--- config.mk ---
export PLATFORM = sky130hd
export DESIGN_NAME = fg_request_scanner
export DESIGN_NICKNAME = d
export VERILOG_FILES = /design/src/rtl/fg_request_scanner.sv
export SDC_FILE = /design/constraint.sdc
export NUM_CORES = 1
export LEC_CHECK = 0
export CAP_MARGIN = 5
export CORE_ASPECT_RATIO = 0.6
export CORE_MARGIN = 4
export CORE_UTILIZATION = 61
export CTS_BUF_LIST = sky130_fd_sc_hd__clkbuf_16
export CTS_CLUSTER_DIAMETER = 200
export DETAILED_ROUTE_END_ITERATION = 12
export PLACE_DENSITY = 0.83
export RECOVER_POWER = 100
export SLEW_MARGIN = 20
export SYNTH_ARGS = -nofsm -noshare
export SYNTH_HDL_FRONTEND = slang
export SYNTH_SLANG_ARGS = --single-unit
--- constraint.sdc ---
create_clock -name clk -period 15.6 [get_ports clk]
set_input_delay 1.56 -clock clk [delete_from_list [all_inputs] [get_ports clk]]
set_output_delay 1.56 -clock clk [all_outputs]
set_load 0.05 [all_outputs]
--- src/rtl/fg_request_scanner.sv ---
// Raster read-request generator for the SRAM foreground read port.
// Issues tagged x/y reads at a programmed rate and pairs returned pixels with their tags.
module fg_request_scanner #(
  parameter int H_TOTAL         = 1056,
  parameter int V_TOTAL         = 628,
  parameter int COORD_W         = 11,
  parameter int DATA_W          = 16,
  parameter int REQ_PERIOD      = 4,
  parameter int MAX_OUTSTANDING = 4
) (
  input  logic                                 clk,
  input  logic                                 rst,
  input  logic                                 enable,
  input  logic                                 oneshot,
  output logic                                 request_active,
  output logic [COORD_W-1:0]                   request_x,
  output logic [COORD_W-1:0]                   request_y,
  input  logic                                 request_ready,
  input  logic [DATA_W-1:0]                    request_data,
  output logic                                 out_write,
  output logic [2*COORD_W+DATA_W-1:0]          out_data,
  input  logic                                 out_full,
  output logic [$clog2(MAX_OUTSTANDING+1)-1:0] outstanding,
  output logic                                 frame_done,
  output logic                                 busy,
  output logic                                 err_spurious
);
  localparam int OUT_W = 2*COORD_W + DATA_W;
  localparam int TAG_W = 2*COORD_W;
  localparam int CNT_W = $clog2(MAX_OUTSTANDING+1);
  localparam int DIV_W = (REQ_PERIOD > 1) ? $clog2(REQ_PERIOD) : 1;
  localparam int PTR_W = (MAX_OUTSTANDING > 1) ? $clog2(MAX_OUTSTANDING) : 1;
  localparam logic [DIV_W-1:0] DIV_LAST = DIV_W'(REQ_PERIOD-1);
  localparam logic [PTR_W-1:0] PTR_LAST = PTR_W'(MAX_OUTSTANDING-1);

  typedef enum logic [1:0] {IDLE, SCAN, DRAIN} state_t;

  state_t               state_q, state_d;
  logic [COORD_W-1:0]   x_q, x_d, y_q, y_d;
  logic [DIV_W-1:0]     div_q, div_d;
  logic                 oneshot_q, oneshot_d;
  logic [TAG_W-1:0]     tag_mem_q [MAX_OUTSTANDING];
  logic [TAG_W-1:0]     tag_mem_d [MAX_OUTSTANDING];
  logic [PTR_W-1:0]     wr_ptr_q, wr_ptr_d, rd_ptr_q, rd_ptr_d;
  logic [CNT_W-1:0]     cnt_q, cnt_d;
  logic                 request_active_q, request_active_d;
  logic [COORD_W-1:0]   request_x_q, request_x_d, request_y_q, request_y_d;
  logic                 frame_done_q, frame_done_d;
  logic                 out_write_q, out_write_d;
  logic [OUT_W-1:0]     out_data_q, out_data_d;
  logic                 busy_q, busy_d;
  logic                 err_q, err_d;

  logic issue, last_x, last_y, push, pop, bypass;
  logic [TAG_W-1:0] head_tag;

  always_comb begin
    last_x   = (x_q == COORD_W'(H_TOTAL-1));
    last_y   = (y_q == COORD_W'(V_TOTAL-1));
    issue    = (state_q == SCAN) && (div_q == DIV_LAST) &&
               (cnt_q < CNT_W'(MAX_OUTSTANDING)) && !out_full;
    // A response arriving with an empty FIFO in the issuing cycle takes the tag being issued.
    bypass   = issue && request_ready && (cnt_q == '0);
    pop      = request_ready && (cnt_q != '0);
    push     = issue && !bypass;
    head_tag = bypass ? {x_q, y_q} : tag_mem_q[rd_ptr_q];

    state_d          = state_q;
    x_d              = x_q;
    y_d              = y_q;
    div_d            = div_q;
    oneshot_d        = oneshot_q;
    tag_mem_d        = tag_mem_q;
    wr_ptr_d         = wr_ptr_q;
    rd_ptr_d         = rd_ptr_q;
    cnt_d            = cnt_q;
    request_active_d = issue;
    request_x_d      = issue ? x_q : request_x_q;
    request_y_d      = issue ? y_q : request_y_q;
    frame_done_d     = issue && last_x && last_y;
    out_write_d      = pop || bypass;
    out_data_d       = (pop || bypass) ? {head_tag, request_data} : out_data_q;
    err_d            = err_q || (request_ready && (cnt_q == '0) && !issue);

    if (push) begin
      tag_mem_d[wr_ptr_q] = {x_q, y_q};
      wr_ptr_d = (wr_ptr_q == PTR_LAST) ? '0 : wr_ptr_q + 1'b1;
    end
    if (pop) rd_ptr_d = (rd_ptr_q == PTR_LAST) ? '0 : rd_ptr_q + 1'b1;
    case ({push, pop})
      2'b10:   cnt_d = cnt_q + 1'b1;
      2'b01:   cnt_d = cnt_q - 1'b1;
      default: cnt_d = cnt_q;
    endcase

    case (state_q)
      IDLE: if (enable) begin
        state_d   = SCAN;
        oneshot_d = oneshot;
        x_d       = '0;
        y_d       = '0;
        div_d     = '0;
      end
      SCAN: begin
        if (div_q != DIV_LAST) div_d = div_q + 1'b1;
        else if (issue)        div_d = '0;
        if (issue) begin
          if (last_x) begin
            x_d = '0;
            y_d = last_y ? '0 : y_q + 1'b1;
          end else begin
            x_d = x_q + 1'b1;
          end
        end
        if (!enable || (oneshot_q && issue && last_x && last_y)) begin
          state_d = DRAIN;
          div_d   = '0;
        end
      end
      DRAIN: if (cnt_q == '0) begin
        state_d = IDLE;
        x_d     = '0;
        y_d     = '0;
      end
      default: state_d = IDLE;
    endcase
    busy_d = (state_d != IDLE);
  end

  always_ff @(posedge clk or posedge rst) begin
    if (rst) begin
      state_q          <= IDLE;
      x_q              <= '0;
      y_q              <= '0;
      div_q            <= '0;
      oneshot_q        <= 1'b0;
      tag_mem_q        <= '{default: '0};
      wr_ptr_q         <= '0;
      rd_ptr_q         <= '0;
      cnt_q            <= '0;
      request_active_q <= 1'b0;
      request_x_q      <= '0;
      request_y_q      <= '0;
      frame_done_q     <= 1'b0;
      out_write_q      <= 1'b0;
      out_data_q       <= '0;
      busy_q           <= 1'b0;
      err_q            <= 1'b0;
    end else begin
      state_q          <= state_d;
      x_q              <= x_d;
      y_q              <= y_d;
      div_q            <= div_d;
      oneshot_q        <= oneshot_d;
      tag_mem_q        <= tag_mem_d;
      wr_ptr_q         <= wr_ptr_d;
      rd_ptr_q         <= rd_ptr_d;
      cnt_q            <= cnt_d;
      request_active_q <= request_active_d;
      request_x_q      <= request_x_d;
      request_y_q      <= request_y_d;
      frame_done_q     <= frame_done_d;
      out_write_q      <= out_write_d;
      out_data_q       <= out_data_d;
      busy_q           <= busy_d;
      err_q            <= err_d;
    end
  end

  assign request_active = request_active_q;
  assign request_x      = request_x_q;
  assign request_y      = request_y_q;
  assign frame_done     = frame_done_q;
  assign out_write      = out_write_q;
  assign out_data       = out_data_q;
  assign outstanding    = cnt_q;
  assign busy           = busy_q;
  assign err_spurious   = err_q;
endmodule

==> results.sh <==
export IMPL_hpwl_mm=12.68
export IMPL_vdd_drop_max_mv=0.1456
export IMPL_yosysMostFrequentCell="dfrtp_1"
export IMPL_ctsResizeCount=0
export IMPL_io_buffers=89
export IMPL_finalSetupViolCount=0
export IMPL_maxSlewHeadroom=-2.652
export IMPL_worst_hold_slack_ns=0.4760
export IMPL_dr_pass1_iters=6
export IMPL_antenna_found_initial=0
export IMPL_synthTopCellsByArea="dfrtp_1, mux2_2, mux4_2"
export IMPL_r2r_slack_ns=11.68
export IMPL_clock_path_buffers=2
export IMPL_cts_setup_buffers=0
export IMPL_crit_family="buffers and inverters"
export IMPL_crit_fanout=126
export IMPL_ys_warn_count=0
export IMPL_clk_transition_reported_paths_ns=0.07
export IMPL_core_mm2=0.01317
export IMPL_drtIter0Drc=522
export IMPL_crit_type="in -> async"
export IMPL_vias_per_cell=6.375
export IMPL_hp_class="reg -> reg"
export IMPL_crit_path_start="rst"
export IMPL_num_io_pins=90
export IMPL_place_area_mm2=0.009361
export IMPL_clock_latency_ns=0.43
export IMPL_tns_ns=0
export IMPL_grt_util_met3=0.06335
export IMPL_critical_path_max_stage_delay_ns=3.03
export IMPL_post_route_period_util=0.5011
export IMPL_drive_above_1_share=0.2133
export IMPL_ant_nets=0
export IMPL_num_vias=5865
export IMPL_use_met1=0.3611
export IMPL_cts_hold_buffers=0
export IMPL_synth_fp_nets=703
export IMPL_yosysTopAreaCell="dfrtp_1"
export IMPL_drc=0
export IMPL_max_freq_mhz=127.9
export IMPL_die_width_um=159.9
export IMPL_arrival_ns=7.64
export IMPL_grt_pass1_wl_mm=32.62
export IMPL_grt_busiest_layer="met2"
export IMPL_place_ws_ns=11.47
export IMPL_die_h_um=99.16
export IMPL_final_max_slew_violation_count=305
export IMPL_cts_root_buf="clkbuf_16"
export IMPL_syn_inst=671
export IMPL_p_leak_nw=4.802
export IMPL_die_area_mm2=0.01586
export IMPL_area_growth_pct=16.51
export IMPL_grt_max_degree=127
export IMPL_synth_area_mm2=0.008448
export IMPL_synth_avg_cell_area_um2=12.59
export IMPL_synth_common_cells="dfrtp_1, mux2_2, nand2_1"
export IMPL_synth_distinct_cells=53
export IMPL_violations="capacitance limit, slew limit"
export IMPL_h_tree_depth=4
export IMPL_postLayoutCellArea_mm2=0.009843
export IMPL_diodes=0
export IMPL_synth_seq_cells=187
export IMPL_grt_usage=0.2607
export IMPL_final_instance_count_excl_fill=920
export IMPL_hold_viol_final=0
export IMPL_placedCellCount=889
export IMPL_path_buf_inv=3
export IMPL_gp_congestion=0.8536
export IMPL_rows=32
export IMPL_r2r_start="div_q[0]"
export IMPL_crit_slowest_cell="clkinvlp_2"
export IMPL_powerDensity_mw_per_mm2=129.1
export IMPL_cts_tree="yes"
export IMPL_synth_top_area_frac=0.5539
export IMPL_min_from="request_x[7]"
export IMPL_worstSetupStartpointType="input pin"
export IMPL_crit_chain="dlygate4sd3_1 -> clkinvlp_2 -> clkbuf_1"
export IMPL_synth_main_ff_cell="dfrtp_1"
export IMPL_fin_ws_ns=7.782
export IMPL_nets=770
export IMPL_endpoint_kind="asynchronous set/reset pin"
export IMPL_overflow=0
export IMPL_tightest_slew_ns=5.448
export IMPL_post_route_min_period_ns=7.818
export IMPL_grt_pass1_vias=6176
export IMPL_yosysSeqAreaShare=0.5539
export IMPL_totalPowerFinal_mw=1.270
export IMPL_start_util=0.6413
export IMPL_cap_violations=7
export IMPL_wl_per_cell_um=21.63
export IMPL_async_flop_share=1.000
export IMPL_fin_worst_skew_ns=0.008816
export IMPL_cts_sinks=187
export IMPL_run_status="complete, but fails checks"
export IMPL_cts_buffers=17
export IMPL_drt_wl_total_mm=19.90
export IMPL_required_ns=15.42
export IMPL_rsz0062_at_grt="false"
export IMPL_utilization=0.7472
export IMPL_synth_edf_count=0
export IMPL_grt_use_met2=0.4055
layer usage:
layer,vias to the layer above,wire [um]
met4,0,474
li1,2546,-
met2,305,9435
met1,2959,8346
met3,55,1643
met5,-,0
sequential cells by signal, summed over array words and instances, names as in the netlist:
| name | flops |
|---|---|
| oneshot_q | 1 |
| tag_mem_q | 88 |
| busy | 1 |
| err_spurious | 1 |
| out_write | 1 |
| wr_ptr_q | 2 |
| rd_ptr_q | 2 |
| request_y | 11 |
| outstanding | 3 |
| div_q | 2 |
| frame_done | 1 |
| state_q | 2 |
| x_q | 11 |
| y_q | 11 |
| request_x | 11 |
| request_active | 1 |
| out_data | 38 |
where the power goes:
group          switching (mW)  leakage (nW)  internal, mW
registers              0.0487          2.54         0.519
clock network           0.182         0.265         0.217
logic                   0.191          2.00         0.112
total                   0.422          4.80         0.848
layout by cell type (no fill, tap or decap), types with 3 or more instances in the layout:
cell type	synthesis	routed
clkbuf_16	0	17
dfrtp_1	187	186
or4_1	3	3
clkdlybuf4s50_1	0	17
nand3_1	13	13
a21oi_1	4	4
nand4_1	9	9
nor2_1	9	9
dlygate4sd3_1	0	72
a221oi_1	4	4
nor3_1	4	4
inv_1	22	24
a211o_1	3	3
a32o_1	3	3
mux2i_1	26	26
and3_1	9	9
o21ai_0	47	48
mux4_2	22	22
nor4_1	4	4
o211ai_1	3	3
nand2_1	89	89
clkinvlp_4	0	3
inv_6	0	3
clkinv_1	1	3
a31oi_1	8	8
ha_1	9	9
clkbuf_1	29	7
mux2_2	105	104
and4_1	5	4
a21o_1	3	3
or3_1	3	3
final timing paths:
path                            cells past startpoint           end
max in group clk                                    6   out_data[9]
worst min register to register                      2  request_x[7]
worst min-delay path                                2  request_x[7]
min in group asynchronous                           2  out_data[30]
worst max-delay path                                3  out_data[35]
worst max register to register                      6   out_data[9]
tightest hold or removal path, stage by stage, from the launching register on:
cell and delay [ns]:
dfrtp_1 0.34, nand2_1 0.05, nand2_1 0.05
kinds of logic (layout without fill, tap and decap cells):
kind of cell | after synthesis | in the layout | share of synthesized area
xor+xnor | 3 | 3 | 0.003111
simple gates | 159 | 159 | 0.09108
buf+inv | 72 | 151 | 0.04073
mux | 153 | 153 | 0.2294
fa+ha+maj | 10 | 10 | 0.01570
flops | 187 | 187 | 0.5539
compound gates | 87 | 87 | 0.06606
final cells by class:
class	count	area, um^2
clock buffers	17	425.4
clock inverters	14	107.6
fillers	835	3329
inverters	23	87.58
multi-input cells	412	3405
flip-flops and latches	187	4681
well taps	170	212.7
repair buffers	97	924.6
Note: power is estimated with default switching activity, not from simulation.
